`src/rtl/sha_job_sequencer.sv`:
```
// Nonce-search sequencer for a chained pair of sha_unit instances (double SHA-256).
// Optional saturating hash counter output enabled by defining SHA_SEQ_HASHCOUNT_EN.
module sha_job_sequencer #(
    parameter int ZERO_BITS   = 8,
    parameter int NONCE_WIDTH = 32
) (
    input  logic                   clk,
    input  logic                   reset,
    input  logic                   start,
    input  logic                   stop,
    input  logic [NONCE_WIDTH-1:0] nonce_start,
    input  logic [NONCE_WIDTH-1:0] nonce_end,
    input  logic [255:0]           h_final,
    output logic [5:0]             round,
    output logic [31:0]            Kt,
    output logic [NONCE_WIDTH-1:0] nonce,
    output logic                   capture,
    output logic                   busy,
    output logic                   found,
    output logic                   exhausted,
    output logic [NONCE_WIDTH-1:0] found_nonce
`ifdef SHA_SEQ_HASHCOUNT_EN
    ,
    output logic [31:0]            hash_count
`endif
);

    typedef enum logic [2:0] {S_IDLE, S_HASH1, S_HASH2, S_CHECK, S_DONE} state_t;

    localparam logic [31:0] K_ROM [64] = '{
        32'h428a2f98, 32'h71374491, 32'hb5c0fbcf, 32'he9b5dba5, 32'h3956c25b, 32'h59f111f1, 32'h923f82a4, 32'hab1c5ed5,
        32'hd807aa98, 32'h12835b01, 32'h243185be, 32'h550c7dc3, 32'h72be5d74, 32'h80deb1fe, 32'h9bdc06a7, 32'hc19bf174,
        32'he49b69c1, 32'hefbe4786, 32'h0fc19dc6, 32'h240ca1cc, 32'h2de92c6f, 32'h4a7484aa, 32'h5cb0a9dc, 32'h76f988da,
        32'h983e5152, 32'ha831c66d, 32'hb00327c8, 32'hbf597fc7, 32'hc6e00bf3, 32'hd5a79147, 32'h06ca6351, 32'h14292967,
        32'h27b70a85, 32'h2e1b2138, 32'h4d2c6dfc, 32'h53380d13, 32'h650a7354, 32'h766a0abb, 32'h81c2c92e, 32'h92722c85,
        32'ha2bfe8a1, 32'ha81a664b, 32'hc24b8b70, 32'hc76c51a3, 32'hd192e819, 32'hd6990624, 32'hf40e3585, 32'h106aa070,
        32'h19a4c116, 32'h1e376c08, 32'h2748774c, 32'h34b0bcb5, 32'h391c0cb3, 32'h4ed8aa4a, 32'h5b9cca4f, 32'h682e6ff3,
        32'h748f82ee, 32'h78a5636f, 32'h84c87814, 32'h8cc70208, 32'h90befffa, 32'ha4506ceb, 32'hbef9a3f7, 32'hc67178f2
    };

    localparam logic [NONCE_WIDTH-1:0] NONCE_ONE = 1;

    state_t                 state_q, state_d;
    logic [5:0]             round_q, round_d;
    logic [NONCE_WIDTH-1:0] nonce_q, nonce_d;
    logic [NONCE_WIDTH-1:0] nonce_end_q, nonce_end_d;
    logic                   found_q, found_d;
    logic                   exhausted_q, exhausted_d;
    logic [NONCE_WIDTH-1:0] found_nonce_q, found_nonce_d;
    logic                   accept;
    logic [31:0]            last_word;
    logic                   hit;
    logic                   unused_hi;

    // Only the last digest word is judged, byte-reversed to match the block-header order.
    assign last_word = {h_final[7:0], h_final[15:8], h_final[23:16], h_final[31:24]};
    assign hit       = (last_word >> (32 - ZERO_BITS)) == 32'd0;
    assign unused_hi = ^h_final[255:32];
    assign accept    = start && !stop && (state_q == S_IDLE || state_q == S_DONE);

    always_ff @(posedge clk) begin
        if (reset) begin
            state_q       <= S_IDLE;
            round_q       <= '0;
            nonce_q       <= '0;
            nonce_end_q   <= '0;
            found_q       <= 1'b0;
            exhausted_q   <= 1'b0;
            found_nonce_q <= '0;
        end else begin
            state_q       <= state_d;
            round_q       <= round_d;
            nonce_q       <= nonce_d;
            nonce_end_q   <= nonce_end_d;
            found_q       <= found_d;
            exhausted_q   <= exhausted_d;
            found_nonce_q <= found_nonce_d;
        end
    end

    always_comb begin
        state_d       = state_q;
        round_d       = round_q;
        nonce_d       = nonce_q;
        nonce_end_d   = nonce_end_q;
        found_d       = found_q;
        exhausted_d   = exhausted_q;
        found_nonce_d = found_nonce_q;
        case (state_q)
            S_IDLE, S_DONE: begin
                round_d = '0;
                if (accept) begin
                    state_d     = S_HASH1;
                    nonce_d     = nonce_start;
                    nonce_end_d = nonce_end;
                    found_d     = 1'b0;
                    exhausted_d = 1'b0;
                end
            end
            S_HASH1: begin
                round_d = round_q + 6'd1;
                if (round_q == 6'd63) state_d = S_HASH2;
            end
            S_HASH2: begin
                round_d = round_q + 6'd1;
                if (round_q == 6'd63) state_d = S_CHECK;
            end
            S_CHECK: begin
                round_d = '0;
                if (hit) begin
                    found_d       = 1'b1;
                    found_nonce_d = nonce_q;
                    state_d       = S_DONE;
                // >= also ends reversed ranges after one nonce and prevents wrap past all-ones.
                end else if (nonce_q >= nonce_end_q) begin
                    exhausted_d = 1'b1;
                    state_d     = S_DONE;
                end else begin
                    nonce_d = nonce_q + NONCE_ONE;
                    state_d = S_HASH1;
                end
            end
            default: begin
                state_d = S_IDLE;
                round_d = '0;
            end
        endcase
        if (stop) begin
            state_d       = S_IDLE;
            round_d       = '0;
            nonce_d       = nonce_q;
            nonce_end_d   = nonce_end_q;
            found_d       = found_q;
            exhausted_d   = exhausted_q;
            found_nonce_d = found_nonce_q;
        end
    end

    always_comb begin
        busy    = (state_q == S_HASH1) || (state_q == S_HASH2) || (state_q == S_CHECK);
        capture = (state_q == S_HASH2) && (round_q == 6'd0);
        Kt      = K_ROM[round_q];
    end

    assign round       = round_q;
    assign nonce       = nonce_q;
    assign found       = found_q;
    assign exhausted   = exhausted_q;
    assign found_nonce = found_nonce_q;

`ifdef SHA_SEQ_HASHCOUNT_EN
    logic [31:0] hcnt_q, hcnt_d;

    always_comb begin
        hcnt_d = hcnt_q;
        if (accept) hcnt_d = '0;
        else if (state_q == S_CHECK && hcnt_q != 32'hFFFFFFFF) hcnt_d = hcnt_q + 32'd1;
    end

    always_ff @(posedge clk) begin
        if (reset) hcnt_q <= '0;
        else       hcnt_q <= hcnt_d;
    end

    assign hash_count = hcnt_q;
`endif

endmodule
```
`config.mk`:
```
export PLATFORM = sky130hd
export DESIGN_NAME = sha_job_sequencer
export DESIGN_NICKNAME = d
export VERILOG_FILES = /design/src/rtl/sha_job_sequencer.sv
export SDC_FILE = /design/constraint.sdc
export NUM_CORES = 1
export LEC_CHECK = 0
export CAP_MARGIN = 20
export CORE_AREA = 4 4 164 166
export CTS_CLUSTER_SIZE = 24
export DETAILED_ROUTE_END_ITERATION = 12
export DIE_AREA = 0 0 168 170
export PLACE_DENSITY = 0.69
export SYNTH_ARGS = -nofsm -noshare
export SYNTH_HDL_FRONTEND = slang
export SYNTH_SLANG_ARGS = --single-unit
```
`constraint.sdc`:
```
create_clock -name clk -period 8.1 [get_ports clk]
set_input_delay 1.62 -clock clk [delete_from_list [all_inputs] [get_ports clk]]
set_output_delay 1.62 -clock clk [all_outputs]
set_load 0.01 [all_outputs]
```
==> results.md <==
* Post_cts resized at 0
* Layout net count at 1730
* H-tree level count at 3
* Number of synthesized register bits at 107
* Pre-antenna DRT Iters at 7
* Number of flops mapped to enable cells by yosys at 0
* Reg-to-reg slack, setup at 4840 ps
* Top achievable clock speed at 0.1767 GHz
* Setup repair after global routing missed its margin: false
* Leading cell type in the layout, fill and taps excluded: nand2_1
* Number of endpoints with negative hold slack in the final report at 0
* Quantity of I/O buffers inserted on ports at 181
* Termination of the worst setup path: Kt[24]
* Share of synthesized area occupied by flip-flops and latches at 25.50%
* Total track usage at 23.68%
* Sequential cell area at 2148 µm²
* Inserted Clock Buffers at 9
* Yosys synthesis warning count at 0
* Delay of the slowest critical-path stage at 940 ps
* Gate count of the mapped netlist at 1244
* Hold buffer count at cts at 0
* Post-layout minimum cycle time at 5659 ps
* Crit share post-route at 69.86%
* Actual transition at the worst max-transition pin at 943.4 ps
* DR vias/cell at 5.850
* I/O pin total at 430
* Total negative slack at 0 ps
* Largest net degree at the start of global routing at 81
* Final Max Slew Viols at 0
* Post-detail-place hpwl at 25760 µm
* DRT antenna net count at 0
* First-pass GRT wire length at 53940 µm
* Critical setup path kind: flip-flop to primary output
* CP Data Arrival Time at 4040 ps
* Critical path's slowest cell: dfxtp_1
* Die height at 170 µm
* Timing startpoint of the critical path: round[5]
* Status: complete, no violations
* Worst Clk Skew at 15.46 ps
* Antenna violations before repair at 1
* Critical Path End Type: primary output
* Postcts setup bufs at 0
* Initial Util at 32.79%
* Per-cell routed wire length at 21.04 µm
* Logic depth of the worst register-to-register path at 8
* Peak VDD IR at 0.0001009 V
* Routed via count at 9928
* Worst path bufs/invs at 3
* Buffer type at the clock tree root: clkbuf_16
* Most common flop cell mapped by yosys: dfxtp_1
* Ratio of total power to cell area at 114.3 nW/µm²
* Fraction of layout instances using a drive strength above 1 at 5.290%
* Endpoint of the worst register-to-register path: state_q[2]
* Clock-pin slew on the worst setup and hold paths at 80 ps
* Final setup vio count at 0
* Average cell area after synthesis at 6.752 µm²
* Routed wire length at 35710 µm
* Post-Route Hold Slack at 456.2 ps
* Cell class contributing the biggest share of worst-path delay: buffers and inverters
* Vias in the first global route at 9010
* Commonest cells after routing, fill and taps aside: nand2_1, clkdlybuf4s50_1, a21oi_1
* Number of cells on the critical path at 8
* Core occupancy in the finished layout at 41.71%
* CTS Buffer Depth at 2
* Full die area at 28560 µm²
* Worst-path fanout max at 27
* Leakage power figure at 3.714 nW
* Die W at 168 µm
* Worst slew margin relative to its limit at 36.87%
* Fillcell total at 2679
* Gp weighted congestion at 0.9580
* Max cap viols at 0
* Cell area after technology mapping at 8399 µm²
* Post-synthesis async set-or-reset flop share at 0%
* Site Rows at 59
* Synth cell types at 81
* Floorplan Core Area at 25620 µm²
* Leftover overflow at the end of global routing at 0
* Total area of multi-input combinational cells at 5645 µm²
* Total power after layout at 1.222 mW
* Worst EP required at 6480 ps
* Initial DRC count at 1321
* Worst-path cell chain: buf_4, inv_1, nor2_1, a22oi_1, o22ai_1, a21oi_1, o21ai_0, clkdlybuf4s50_1
* DRC Markers at 0
* Net count of the mapped netlist at 1618
* Clk Latency, worst-skew pair at 370 ps
* Type of the most critical hold path: flip-flop to flip-flop
* Number of clock sinks seen by CTS at 107
* Kind of launch point of the worst setup path: flip-flop
* Clock tree from TritonCTS: yes
* Startpoint of the most critical register-to-register path: nonce[23]
* Layout area overhead at 27.20%
-- Yosys cell counts (9+ instances only) --
master	number	area, µm²
o32ai_1	9	78.83
and3_1	12	75.07
o22ai_1	13	81.33
nor3_1	30	150.1
ha_1	50	625.6
a311oi_1	9	78.83
clkbuf_1	70	262.8
a211oi_1	10	75.07
o21ai_0	88	440.4
inv_1	48	180.2
o211ai_1	17	127.6
a21oi_1	175	875.8
nand2b_1	12	75.07
nor2_1	100	375.4
nand4_1	15	93.84
o31ai_1	14	105.1
a31oi_1	22	137.6
nand2_1	245	919.6
buf_1	13	48.80
nand3_1	47	235.2
dfxtp_1	107	2142
-- flip-flops by register name (all words and copies together) (netlist names) --
register,count
found,1
nonce_end_q,32
round,6
state_q,3
nonce,32
found_nonce,32
exhausted,1
-- worst register-to-register path, delay by kind of cell, from the launching register on --
family / cells / cell delay, ps
AO/OA/AOI/OAI: 4 / 1220
AND/OR/NAND/NOR: 3 / 1080
flip-flops: 1 / 540
adder cells (fa/ha/maj): 1 / 320
-- how the worst min path moves through the flow --
stage                     slack (ps)             from         endpoint  depth (start not counted)
after global routing             480   nonce_end_q[7]   nonce_end_q[7]                          2
after detailed placement         450  found_nonce[17]  found_nonce[17]                          2
after CTS                        460  found_nonce[17]  found_nonce[17]                          2
after global placement           440   found_nonce[6]   found_nonce[6]                          2
final                            460  nonce_end_q[16]  nonce_end_q[16]                          2
after floorplan                  430  nonce_end_q[24]  nonce_end_q[24]                          2
-- cell families (layout without fill, tap and decap cells) --
group | after synthesis | in the layout | synth area share (%)
other | 0 | 1 | 0
adder cells (fa/ha/maj) | 50 | 50 | 7.448
multiplexers | 5 | 5 | 0.8938
buffers and inverters | 146 | 263 | 7.374
flip-flops | 107 | 107 | 25.50
AND/OR/NAND/NOR | 517 | 517 | 28.24
AO/OA/AOI/OAI | 415 | 415 | 30.12
XOR/XNOR | 4 | 4 | 0.4172
-- stage by stage --
step | setup slack, ps | instances | area [µm²]
6_report | 2441 | 1697 | 10680
5_1_grt | 2242 | 1697 | 10680
4_1_cts | 2500 | 1694 | 10640
3_5_place_dp | 2909 | 1678 | 10320
3_3_place_gp | 2817 | 1678 | 10320
2_1_floorplan | 4207 | 1244 | 8399
-- final cells by class --
cell class,count,area share (%)
Tap cell,335,3.923
Clock inverter,6,0.6558
Multi-Input combinational cell,991,52.84
Inverter,49,1.722
Sequential cell,107,20.11
Antenna cell,1,0.02342
Clock buffer,10,2.342
Timing Repair Buffer,198,18.39
-- metal layers --
layer | GRT usage, % | up-vias | part of all wire, %
met3 | 5.738 | 81 | 10
met1 | 33.49 | 4614 | 43
met2 | 35.64 | 544 | 43
met5 | 0 | - | 0
li1 | - | 4689 | -
met4 | 7.375 | 0 | 3.6
-- power by group --
group	total, mW	internal, mW	leakage [nW]	switching (mW)
Combinational	0.183	0.0872	2.69	0.0960
Clock	0.476	0.240	0.158	0.236
Sequential	0.562	0.540	0.870	0.0225
(Power assumes the default switching activity.)
